**config.mk**
```make
export PLATFORM = sky130hd
export DESIGN_NAME = cpri_rxbuf_align_ctrl
export DESIGN_NICKNAME = d
export VERILOG_FILES = /design/src/rtl/cpri_rx_pkg.sv /design/src/rtl/cpri_skew_counter.sv /design/src/rtl/cpri_rxbuf_align_ctrl.sv
export SDC_FILE = /design/constraint.sdc
export NUM_CORES = 1
export LEC_CHECK = 0
export CAP_MARGIN = 20
export CELL_PAD_IN_SITES_DETAIL_PLACEMENT = 2
export CELL_PAD_IN_SITES_GLOBAL_PLACEMENT = 2
export CORE_ASPECT_RATIO = 1.1
export CORE_UTILIZATION = 31
export CTS_CLUSTER_DIAMETER = 60
export DETAILED_ROUTE_END_ITERATION = 7
export PLACE_DENSITY_LB_ADDON = 0.3
export SETUP_SLACK_MARGIN = 0.2
export SYNTH_ARGS = -nofsm -noshare
export SYNTH_HDL_FRONTEND = slang
export SYNTH_SLANG_ARGS = --single-unit
```
**constraint.sdc**
```tcl
create_clock -name i_clk -period 4.15 [get_ports i_clk]
set_input_delay 0.6225 -clock i_clk [delete_from_list [all_inputs] [get_ports i_clk]]
set_output_delay 0.6225 -clock i_clk [all_outputs]
set_load 0.1 [all_outputs]
```
**src/rtl/cpri_rx_pkg.sv**
```systemverilog
// Shared types and defaults for the CPRI rx buffer alignment controller.
package cpri_rx_pkg;

  typedef enum logic [1:0] {
    ST_IDLE     = 2'd0,
    ST_WAIT_ALL = 2'd1,
    ST_READ     = 2'd2,
    ST_FLUSH    = 2'd3
  } state_t;

  localparam int unsigned SKEW_MAX_DEF = 12672;
  localparam int unsigned CLR_LEN_DEF  = 8;
  localparam int unsigned CNT_W        = 16;

  // Increment that holds at all-ones instead of wrapping.
  function automatic logic [CNT_W-1:0] sat_inc(input logic [CNT_W-1:0] v, input logic inc);
    return (inc && (v != {CNT_W{1'b1}})) ? v + CNT_W'(1) : v;
  endfunction

endpackage

```
**src/rtl/cpri_skew_counter.sv**
```systemverilog
// Inter-lane skew counter: clear, saturating increment, overflow compare.
// o_cnt_c / o_ovf_c reflect this cycle's value with a pending clear applied.
module cpri_skew_counter
  import cpri_rx_pkg::*;
#(
  parameter int unsigned SKEW_MAX = SKEW_MAX_DEF
) (
  input  logic             i_clk,
  input  logic             i_reset,
  input  logic             i_clr,
  input  logic             i_inc,
  output logic [CNT_W-1:0] o_cnt_c,
  output logic             o_ovf_c
);

  logic [CNT_W-1:0] r_cnt;
  logic [CNT_W-1:0] w_cur;

  assign w_cur   = i_clr ? '0 : r_cnt;
  assign o_cnt_c = w_cur;
  assign o_ovf_c = 32'(w_cur) > SKEW_MAX;

  always_ff @(posedge i_clk) begin
    if (i_reset) r_cnt <= '0;
    else         r_cnt <= sat_inc(w_cur, i_inc);
  end

endmodule

```
**src/rtl/cpri_rxbuf_align_ctrl.sv**
```systemverilog
// CPRI rx buffer alignment controller: waits for all lanes, reads in lockstep,
// flushes on skew overflow / frame resync. Optional SOP check: CPRI_RXBUF_SOP_CHECK_EN.
module cpri_rxbuf_align_ctrl
  import cpri_rx_pkg::*;
#(
  parameter int unsigned LANE     = 8,
  parameter int unsigned SKEW_MAX = SKEW_MAX_DEF,
  parameter int unsigned CLR_LEN  = CLR_LEN_DEF
) (
  input  logic             i_clk,
  input  logic             i_reset,
  input  logic             i_enable,
  input  logic             i_rx_rfp,
  input  logic [LANE-1:0]  i_buf_vld,
  input  logic [LANE-1:0]  i_buf_sop,
  output logic             o_rd_en,
  output logic             o_buf_clr,
  output logic             o_skew_err,
  output logic             o_sop_err,
  output logic [CNT_W-1:0] o_skew_cnt,
  output logic [CNT_W-1:0] o_flush_cnt,
  output logic [1:0]       o_state
);

  localparam int unsigned CLR_W = $clog2(CLR_LEN + 1);

  state_t           r_state;
  logic             r_any_d;
  logic             r_buf_clr;
  logic             r_skew_err;
  logic             r_sop_err;
  logic [CNT_W-1:0] r_skew_cnt;
  logic [CNT_W-1:0] r_flush_cnt;
  logic [CLR_W-1:0] r_clr_idx;

  logic             w_any;
  logic             w_all;
  logic             w_in_wait;
  logic             w_rise;
  logic             w_inc;
  logic             w_ovf;
  logic             w_rd_en;
  logic             w_sop_bad;
  logic [CNT_W-1:0] w_cnt;

  assign w_any     = |i_buf_vld;
  assign w_all     = &i_buf_vld;
  assign w_in_wait = (r_state == ST_WAIT_ALL);
  // r_any_d only remembers WAIT_ALL history, so entering WAIT_ALL with data counts as a rise.
  assign w_rise    = w_in_wait & w_any & ~r_any_d;
  assign w_inc     = w_in_wait & w_any & ~w_all;
  assign w_rd_en   = (r_state == ST_READ) & w_all & i_enable;

`ifdef CPRI_RXBUF_SOP_CHECK_EN
  assign w_sop_bad = w_rd_en & (|i_buf_sop) & ~(&i_buf_sop);
`else
  assign w_sop_bad = 1'b0 & (^i_buf_sop);
`endif

  cpri_skew_counter #(
    .SKEW_MAX (SKEW_MAX)
  ) u_skew_counter (
    .i_clk   (i_clk),
    .i_reset (i_reset),
    .i_clr   (w_rise),
    .i_inc   (w_inc),
    .o_cnt_c (w_cnt),
    .o_ovf_c (w_ovf)
  );

  always_ff @(posedge i_clk) begin
    if (i_reset) begin
      r_state     <= ST_IDLE;
      r_any_d     <= 1'b0;
      r_buf_clr   <= 1'b0;
      r_skew_err  <= 1'b0;
      r_sop_err   <= 1'b0;
      r_skew_cnt  <= '0;
      r_flush_cnt <= '0;
      r_clr_idx   <= '0;
    end else begin
      r_any_d <= w_in_wait & w_any;
      unique case (r_state)
        ST_IDLE: begin
          if (i_enable) begin
            r_state    <= ST_WAIT_ALL;
            r_skew_err <= 1'b0;
            r_sop_err  <= 1'b0;
          end
        end
        ST_WAIT_ALL: begin
          if (!i_enable) begin
            r_state <= ST_IDLE;
          end else if (i_rx_rfp || w_ovf) begin
            r_state     <= ST_FLUSH;
            r_buf_clr   <= 1'b1;
            r_clr_idx   <= '0;
            r_flush_cnt <= sat_inc(r_flush_cnt, 1'b1);
            if (w_ovf) r_skew_err <= 1'b1;
          end else if (w_all) begin
            r_state    <= ST_READ;
            r_skew_cnt <= w_cnt;
          end
        end
        ST_READ: begin
          if (!i_enable) begin
            r_state <= ST_IDLE;
          end else if (i_rx_rfp || w_sop_bad) begin
            r_state     <= ST_FLUSH;
            r_buf_clr   <= 1'b1;
            r_clr_idx   <= '0;
            r_flush_cnt <= sat_inc(r_flush_cnt, 1'b1);
            if (w_sop_bad) r_sop_err <= 1'b1;
          end else if (!w_all) begin
            r_state <= ST_WAIT_ALL;
          end
        end
        ST_FLUSH: begin
          // A frame pulse makes the current cycle index 0 of a fresh clear window.
          if (i_rx_rfp) begin
            r_clr_idx <= CLR_W'(1);
          end else if (r_clr_idx >= CLR_W'(CLR_LEN - 1)) begin
            r_state   <= ST_IDLE;
            r_buf_clr <= 1'b0;
          end else begin
            r_clr_idx <= r_clr_idx + CLR_W'(1);
          end
        end
        default: r_state <= ST_IDLE;
      endcase
    end
  end

  assign o_rd_en     = w_rd_en;
  assign o_buf_clr   = r_buf_clr;
  assign o_skew_err  = r_skew_err;
  assign o_sop_err   = r_sop_err;
  assign o_skew_cnt  = r_skew_cnt;
  assign o_flush_cnt = r_flush_cnt;
  assign o_state     = r_state;

endmodule

```
### After elaboration in Yosys (flattened, before gate mapping)

Index checks and enable logic that the tools add are counted.
Widths: inputs -> output; s select.

* $add $sub $neg: 3
* order comparisons: 2
* equal/unequal tests: 16
* multiplexer cells: 37
* bitwise operators: 8
* reductions and logical operators: 14

Operators by type and width (number)
* $mux 16: 7
* $add 16x1->16 const B: 2
* $ne 16x16->1 const B: 2
* $pmux 16 s2: 1
* $mux 4: 6
* $mux 2: 9
* $gt 16x14->1 const B: 1
* $reduce_and 5->1: 3
* $ne 2x2->1 const B: 6
* $pmux 4 s3: 1
* $reduce_and 11->1: 1
* $mux 1: 10
* $pmux 2 s4: 1
* $reduce_and 8->1: 1
* $reduce_or 8->1: 1
* $reduce_and 7->1: 1
* $reduce_and 6->1: 1
* $and 1x1->1: 5
* $add 4x1->4 const B: 1
* $eq 2x2->1 const B: 2
* $ge 4x3->1 const B: 1
* $ne 2x1->1 const B: 2
* $ne 4x3->1 const B: 1
* $ne 4x4->1 const B: 1
* other kinds (10): 13

* bits in registers: 57
* input port bits: 20
* output and inout port bits: 38

### Longest topological paths before layout

Gate-level depths: netlist of the first run.

* depth after elaboration: 9
* depth in mapped cells: 12
* depth with buffers taken out: 11

### Cells and area by module

From an unflattened synthesis of the first run, not the netlist that was laid out.

* cell total of the unflattened synthesis: 346
* area, all modules: 2982.9 sq um

By module, submodules not included
* cpri_rxbuf_align_ctrl: instances 1, cells each 221, area each 1980.6 sq um, seq. area each 820.8 sq um
* cpri_skew_counter: instances 1, cells each 125, area each 1002.2 sq um, seq. area each 320.3 sq um

### Worst setup path after synthesis of the first run

Ideal clock, no wire load.

* path kind: reg-to-reg
* from: register r_state[0] (netlist: o_state[0])
* to: register r_skew_cnt[0] (netlist: o_skew_cnt[0])
* setup time: 0.132 ns
* arrival: 3.437 ns
* data required time: 4.018 ns
* path slack: 0.581 ns
* cell stages (with the launch flop): 12
* buffers on the path: 1
* clock period less this slack: 3.569 ns
* cells stage by stage: dfxtp_1 -> nor2b_1 -> o211ai_4 -> nand2_1 -> ha_1 -> inv_1 -> o41a_1 -> o211a_4 -> or4_4 -> buf_6 -> nand2_1 -> a21oi_1

* word-level cells in the longest chain between the ends: 8

Ends and longest elaborated chain
* start: declaration: RTL line cpri_rxbuf_align_ctrl.sv:27 `state_t r_state;`
* start signal: assignment: RTL line cpri_rxbuf_align_ctrl.sv:73 `r_state <= ST_IDLE;`
* start signal: assignment: RTL line cpri_rxbuf_align_ctrl.sv:86 `r_state <= ST_WAIT_ALL;`
* start signal: assignment: RTL line cpri_rxbuf_align_ctrl.sv:93 `r_state <= ST_IDLE;`
* $eq 2x1->1 *: RTL line cpri_rxbuf_align_ctrl.sv:48, cpri_rxbuf_align_ctrl.sv:83
* $and 1x1->1 (2 in a row): RTL line cpri_rxbuf_align_ctrl.sv:50 `assign w_rise = w_in_wait & w_any & ~r_any_d;`
* $mux 16: RTL line cpri_skew_counter.sv:19 `assign w_cur = i_clr ? '0 : r_cnt;`
* $gt 16x14->1: RTL line cpri_skew_counter.sv:21 `assign o_ovf_c = 32'(w_cur) > SKEW_MAX;`
* $logic_or 1x1->1: RTL line cpri_rxbuf_align_ctrl.sv:94 `end else if (i_rx_rfp || w_ovf) begin`
* $not 1->1 (no line)
* $reduce_and 11->1 (no line)
* end signal: assignment: RTL line cpri_rxbuf_align_ctrl.sv:102 `r_skew_cnt <= w_cnt;`
* end: declaration: RTL line cpri_rxbuf_align_ctrl.sv:32 `logic [CNT_W-1:0] r_skew_cnt;`

Every way passes the cells marked *; elsewhere a longest branch is shown, timed or not.
A chain may end at the register's enable or synchronous reset.

### Worst setup path after layout of the first run

* from: input i_buf_vld[1]
* to: register r_flush_cnt[13] (netlist: o_flush_cnt[13])

* word-level cells in the longest chain between the ends: 8

Ends and longest elaborated chain
* start: declaration: RTL line cpri_rxbuf_align_ctrl.sv:14 `input logic [LANE-1:0] i_buf_vld,`
* $reduce_or 8->1: RTL line cpri_rxbuf_align_ctrl.sv:46 `assign w_any = |i_buf_vld;`
* $and 1x1->1 (2 in a row): RTL line cpri_rxbuf_align_ctrl.sv:50
* $mux 16: RTL line cpri_skew_counter.sv:19
* $gt 16x14->1: RTL line cpri_skew_counter.sv:21
* $logic_or 1x1->1: RTL line cpri_rxbuf_align_ctrl.sv:94
* $ne 2x1->1 (no line)
* $reduce_and 5->1 (no line)
* end signal: assignment: RTL line cpri_rxbuf_align_ctrl.sv:98 `r_flush_cnt <= sat_inc(r_flush_cnt, 1'b1);`
* end signal: assignment: RTL line cpri_rxbuf_align_ctrl.sv:112 `r_flush_cnt <= sat_inc(r_flush_cnt, 1'b1);`
* end: declaration: RTL line cpri_rxbuf_align_ctrl.sv:33 `logic [CNT_W-1:0] r_flush_cnt;`

Every way passes these cells.

==> summary.txt, run 1 <==
Status - completed
Postcts setup bufs - 0
Crit path max fanout - 28
Row cnt - 37
Pleak - 1.276 nW
Clock sink count - 57
Global route total overflow - 0
R2r startpoint - o_state[0]
Mean area per synthesized cell - 8.620 um^2
GPL Wtd Cong - 0.7467
Fill count - 1089
Minimum clock period - 3456 ps
CP Class - input pin to register
# port buffers - 48
Final Cycle Share - 83.28%
Compound-Gate Fraction of Synth Area - 17.02%
Asr flop ratio synth - 0%
First-pass GRT wire length - 14.54 mm
FMAX - 0.2893 GHz
TritonCTS buffer count - 9
Startpoint Class - input pin
Nets - 423
H-tree depth - 3
Worst Tran Pin Value - 1005 ps
First-pass iteration count of the detailed router - 4
Total global-route track usage - 18.58%
Vias per cell - 5.369
Max-cap violation count - 0
Syn nets - 377
Distinct cells, synth - 66
Final wirelength - 8.644 mm
Req. time, crit path - 4420 ps
Iteration-0 DRC Markers - 75
Largest net degree at the start of global routing - 41
Longest Clk Path Bufs - 2
Maximum vdd drop - 0.1140 mV
Simple-gate share of the synthesized area - 30.47%
DR WL met2 - 4.346 mm
Final Core Density - 39.86%
P&R area growth vs syn - 23.73%
Synthesized flop and latch total - 57
Synth Instances - 353
Core area - 9444 um^2
Highest Signal Layer - met4
PnR worst setup slack - 693.8 ps
CTS Hold Bufs - 0
Worst min path class - register to register
Fin Setup TNS - 0 ps
CP endpoint kind - register
Initial antenna violation count - 0
Share of Yosys cell area claimed by the top area cell type - 37.50%
Max-slew headroom - 32.41%
Die height - 105.9 um
Initial Util - 32.22%
Post-Synth Adder-Cell Area - 1.974%
Count of final hold-check violations - 0
# DRC - 0
Clk slew on worst S/H paths - 70 ps
Largest family of logic cells by synthesized area - simple AND/OR/NAND/NOR gates
Share of cells above drive strength 1 - 12.62%
Most used flip-flop cell after synthesis - dfxtp_1
Count of final setup violators - 0
RSZ-0062 raised after global routing - no
Hold slack - 464.0 ps
Vias in the first global route - 2872
Commonest non-fill, non-tap cell in the layout - dfxtp_1
Hold path start - o_skew_cnt[1]
PwrDens - 337.7 nW/um^2
Met3 WL post-DR - 247 um
Register area share after synthesis - 37.50%
# diodes - 0
Post-CTS Resized - 0
Mux contribution to synthesized area - 2.837%
Fin. max-slew vios - 0
Ports - 58
WL/cell - 16.59 um
DP Worst Slack - 281.6 ps
Synth Area in XOR/XNOR - 4.030%
Met1 Routed Length - 3.898 mm
Mapped Area - 3043 um^2
DP Wirelength - 6.242 mm
Final setup skew - 8.705 ps
Top cells by area, synth - dfxtp_1 (38%), a21oi_1 (4.3%), nand3_1 (4.3%)
CTS tree - yes
Most frequent cells in the layout - dfxtp_1 (57), clkdlybuf4s50_1 (46), nor2_1 (34)
YS warnings - 0
Clock latency on the worst-skew pair - 340 ps
Die Wd - 96.47 um
Clock root cell - clkbuf_8
EDFF count, synth - 0
Area leader, netlist - dfxtp_1
Vias post-DR - 2797
Die area - 10220 um^2
Routed Antenna Nets - 0
Worst Path Arrival - 3730 ps
Critical Path Source - i_buf_vld[1]
-- final timing paths --
path                                         to  slack [ps]  depth (start not counted)
worst max-delay path            o_flush_cnt[13]         690                         11
worst min-delay path              o_skew_cnt[1]         460                          2
worst max register to register   o_flush_cnt[2]         900                         12
worst min register to register    o_skew_cnt[1]         460                          2
-- cell usage after synthesis (4+ instances only) --
library cell  count
xor2_1            8
nand2_1          33
nand4_1          15
or4_1             9
a21oi_1          26
nand2b_1          7
dfxtp_1          57
nor4_1            4
o211ai_1          4
o31ai_1           7
o21ai_0           9
or3_1             5
xnor2_1           6
nor3_1            4
inv_1             9
clkbuf_8          4
clkbuf_1          9
nand3_1          26
ha_1              4
nor2_1           34
nor2b_1           6
-- area by class of cell --
| cell class | instances | area, um^2 | share of cell area, % |
|---|---|---|---|
| clock buffer | 13 | 148.9 | 3.955 |
| clock inverter | 3 | 40.04 | 1.063 |
| inverter | 9 | 33.78 | 0.8973 |
| multi-input combinational | 267 | 1725 | 45.83 |
| sequential | 57 | 1141 | 30.31 |
| tap | 117 | 146.4 | 3.888 |
| timing repair buffer | 55 | 529.3 | 14.06 |
-- worst max-delay path, stage by stage --
cell and delay, ps:
clkdlybuf4s50_1 420, or4_4 570, o211ai_4 290, nand2_1 140, ha_1 200, inv_1 60
o41a_1 210, o211a_4 250, a21oi_4 210, or4_1 570, a21oi_1 180
-- state kept, by name, summed over array words and instances, names as in the netlist --
| signal | count |
|---|---|
| o_flush_cnt | 16 |
| o_skew_cnt | 16 |
| u_skew_counter.r_cnt | 16 |
| r_clr_idx | 4 |
| o_state | 2 |
| o_buf_clr | 1 |
| o_skew_err | 1 |
| r_any_d | 1 |
-- where the power goes --
part	total [mW]	switching, mW	internal, mW
Clock	0.518	0.225	0.292
Combinational	0.187	0.130	0.0571
Sequential	0.566	0.0109	0.555
Total	1.27	0.366	0.905
-- routing by layer --
metal	vias up	GRT usage, %
met3	12	4.149
met5	-	0
met2	45	30.99
met1	1369	22.86
met4	0	7.248
li1	1371	-
-- kinds of logic (layout without fill, tap and decap cells) --
logic type                 after synthesis  after routing
muxes                                    7              7
AOI/OAI and AO/OA                       72             72
other                                    1              1
DFF                                     57             57
buffers and inverters                   29             80
adders and majority gates                5              5
and+or+nand+nor                        168            168
xor gates and xnor gates                14             14
-- metrics by stage --
| stage | std cells | total power [mW] | area [um^2] |
|---|---|---|---|
| floorplan | 353 | 0.7216 | 3043 |
| global route | 521 | 1.334 | 3765 |
| CTS | 520 | 1.294 | 3754 |
| detailed placement | 504 | 0.7669 | 3565 |
| finish | 521 | 1.271 | 3765 |
| global placement | 504 | 0.7600 | 3565 |
(Power assumes the default switching activity.)
==> run 2: changes to the inputs <==
--- a/config.mk
+++ b/config.mk
@@ -9,7 +9,7 @@
 export CELL_PAD_IN_SITES_DETAIL_PLACEMENT = 2
 export CELL_PAD_IN_SITES_GLOBAL_PLACEMENT = 2
 export CORE_ASPECT_RATIO = 1.1
-export CORE_UTILIZATION = 31
+export CORE_UTILIZATION = 28
 export CTS_CLUSTER_DIAMETER = 60
 export DETAILED_ROUTE_END_ITERATION = 7
 export PLACE_DENSITY_LB_ADDON = 0.3
==> constraint.sdc (replaced) <==
create_clock -name i_clk -period 3.1 [get_ports i_clk]
set_input_delay 0.465 -clock i_clk [delete_from_list [all_inputs] [get_ports i_clk]]
set_output_delay 0.465 -clock i_clk [all_outputs]
set_load 0.1 [all_outputs]
==> run 2 against run 1 <==
Against the previous run:
- combinational power is 68% higher
- hold slack worse by 8.2 ps
- total power is 61% higher
- final cell count is 10% higher
- critical path depth is 3 higher
- global-route usage is 0.42 points higher
- clock skew hardly changed
- clock-buffer cell count stayed put
- non-clock buffer count is 25 higher
- largest cell class unchanged
- highest routed layer unchanged
==> summary.txt, run 2 (synthesized netlist as in run 1, its figures left out) <==
Status - completed
Nets - 451 (+6.6%)
CP cell instances - dlygate4sd2_1, or4_4, o211ai_4, nand2_2, buf_4, inv_2, ha_4, nand4_1, buf_4, a2111oi_4, buf_4, nand3_2, xor2_1, nor2_1
Final non-filler cell total - 574 (+10%)
Vias per cell - 5.237 (-2.5%)
Commonest non-fill, non-tap cell in the layout - buf_4
CP endpoint kind - register
Minimum clock period - 2854 ps
Max incr delay on CP - 560 ps (about the same)
Fin. max-slew vios - 0 (unchanged)
Die height - 111.3 um (+5.1%)
P&R area growth vs syn - 36.76%
Count of final hold-check violations - 0 (unchanged)
# DRC - 0 (unchanged)
TritonCTS buffer count - 9 (unchanged)
Count of final setup violators - 0 (unchanged)
Req. time, crit path - 3300 ps (-1120 ps)
WP buf/inv - 5 (+3)
First-pass GRT wire length - 16.50 mm (+14%)
Final Cycle Share - 92.08%
FMAX - 0.3503 GHz
RSZ-0062 raised after global routing - yes
Crit path max fanout - 4 (-86%)
Iteration-0 DRC Markers - 80 (+6.7%)
Vias in the first global route - 3127 (+8.9%)
PnR worst setup slack - 245.6 ps (-448.2 ps)
# diodes - 0 (unchanged)
Worst Path Arrival - 3060 ps (-670 ps)
CP Class - input pin to register
H-tree depth - 3 (unchanged)
Largest net degree at the start of global routing - 34 (-17%)
Placed Instances - 550 (+9.1%)
Worst Tran Pin Value - 674.5 ps (-330.1 ps)
First-pass iteration count of the detailed router - 4 (unchanged)
CTS Hold Bufs - 0 (unchanged)
Final setup skew - 8.999 ps (+0.2943 ps)
Clock root cell - clkbuf_16
Clock sink count - 57 (unchanged)
Maximum vdd drop - 0.1911 mV (+68%)
Die area - 11290 um^2 (+10%)
# port buffers - 48 (unchanged)
Sequential cell area - 1146 um^2 (+0.44%)
Vias post-DR - 3006 (+7.5%)
Total global-route track usage - 18.99% (+0.42 points)
Max-slew headroom - 55.04% (+23 points)
Crit path max-delay cell type - or4_4
Final wirelength - 10.18 mm (+18%)
WL/cell - 17.74 um (+6.9%)
CTS tree - yes
Fill count - 1169 (+7.3%)
Ports - 58 (unchanged)
Initial antenna violation count - 0 (unchanged)
Global route total overflow - 0 (unchanged)
GPL Wtd Cong - 0.7485 (+0.24%)
Most frequent cells in the layout - buf_4 (66), dfxtp_1 (55), nor2_1 (34)
Routed Antenna Nets - 0 (unchanged)
Share of cells above drive strength 1 - 31.09% (+18 points)
PwrDens - 493.0 nW/um^2 (+46%)
Clock latency on the worst-skew pair - 340 ps (about the same)
Worst min path class - register to register
Pleak - 1.559 nW (+22%)
Row cnt - 39 (+5.4%)
DP Wirelength - 6.498 mm (+4.1%)
Initial Util - 29.00% (-3.2 points)
Multi-input gate area - 1857 um^2 (+7.6%)
DP Worst Slack - -421.3 ps (-702.9 ps)
Startpoint Class - input pin
Longest Clk Path Bufs - 2 (unchanged)
Most Frequent Cell on Critical Path - buf_4
Die Wd - 101.4 um (+5.1%)
Cell family with most CP delay - simple AND/OR/NAND/NOR gates
Max-cap violation count - 0 (unchanged)
Core area - 10490 um^2 (+11%)
Clk slew on worst S/H paths - 50 ps (-20 ps)
## run 2: path summary, 6_finish.rpt
kind,startpoint,end,slack (ps),cells past startpoint
worst min register to register,o_skew_cnt[2],o_skew_cnt[2],460,2
worst max register to register,u_skew_counter.r_cnt[2],o_skew_cnt[6],320,7
worst min-delay path,o_skew_cnt[2],o_skew_cnt[2],460,2
worst max-delay path,i_buf_vld[5],u_skew_counter.r_cnt[8],250,14
## run 2: tightest hold or removal path, delay by kind of cell (launching register included)
kind	cells	cell delay, ps
AND/OR/NAND/NOR	1	50
flip-flops	1	310
AO/OA/AOI/OAI	1	50
## run 2: repair_timing
| action | CTS | global route |
|---|---|---|
| pin swaps | 21 | 8 |
| gates cloned | 3 | 0 |
| setup buffers | 1 | 5 |
| hold endpoints to repair | 0 | 0 |
| endpoints found under the setup margin | 38 | 28 |
| resized for setup | 15 | 12 |
## run 2: power breakdown
part / internal, mW / switching, mW / total, mW
logic: 0.104 / 0.211 / 0.315
clock network: 0.626 / 0.354 / 0.980
registers: 0.746 / 0.0113 / 0.757
total: 1.48 / 0.576 / 2.05
## run 2: layout make-up
class | instances | share of cell area [%]
well taps | 143 | 4.299
inverters | 9 | 0.8118
flip-flops and latches | 57 | 27.54
repair buffers | 80 | 15.72
multi-input cells | 270 | 44.62
clock inverters | 2 | 0.2405
clock buffers | 13 | 6.765
## run 2: metal layers
metal	wire length [um]	track usage [%]	vias to the layer above
li1	-	-	1435
met1	4652	24.45	1500
met2	5032	30.66	53
met3	293	3.076	18
met4	206	9.179	0
met5	0	0	-
## run 2: through the flow
step / hold slack, ps / power, mW / utilization, % / area, um^2 / TNS, ps
finish: 455.8 / 2.051 / 39.67 / 4161 / 0
floorplan: 472.9 / 0.9717 / - / 3067 / 0
global route: 475.6 / 2.131 / 39.67 / 4161 / 0
detailed placement: 452.9 / 1.057 / 35.33 / 3706 / -10910
CTS: 458.0 / 2.056 / 38.71 / 4061 / 0
global placement: 440.6 / 1.050 / 35.33 / 3706 / -7059
==> run 3: changes to the inputs <==
--- a/config.mk
+++ b/config.mk
@@ -5,7 +5,7 @@
 export SDC_FILE = /design/constraint.sdc
 export NUM_CORES = 1
 export LEC_CHECK = 0
-export CAP_MARGIN = 20
+export CAP_MARGIN = 10
 export CELL_PAD_IN_SITES_DETAIL_PLACEMENT = 2
 export CELL_PAD_IN_SITES_GLOBAL_PLACEMENT = 2
 export CORE_ASPECT_RATIO = 1.1
==> results of run 3 <==
Final layout, timing and power as in run 2 (identical DEF).
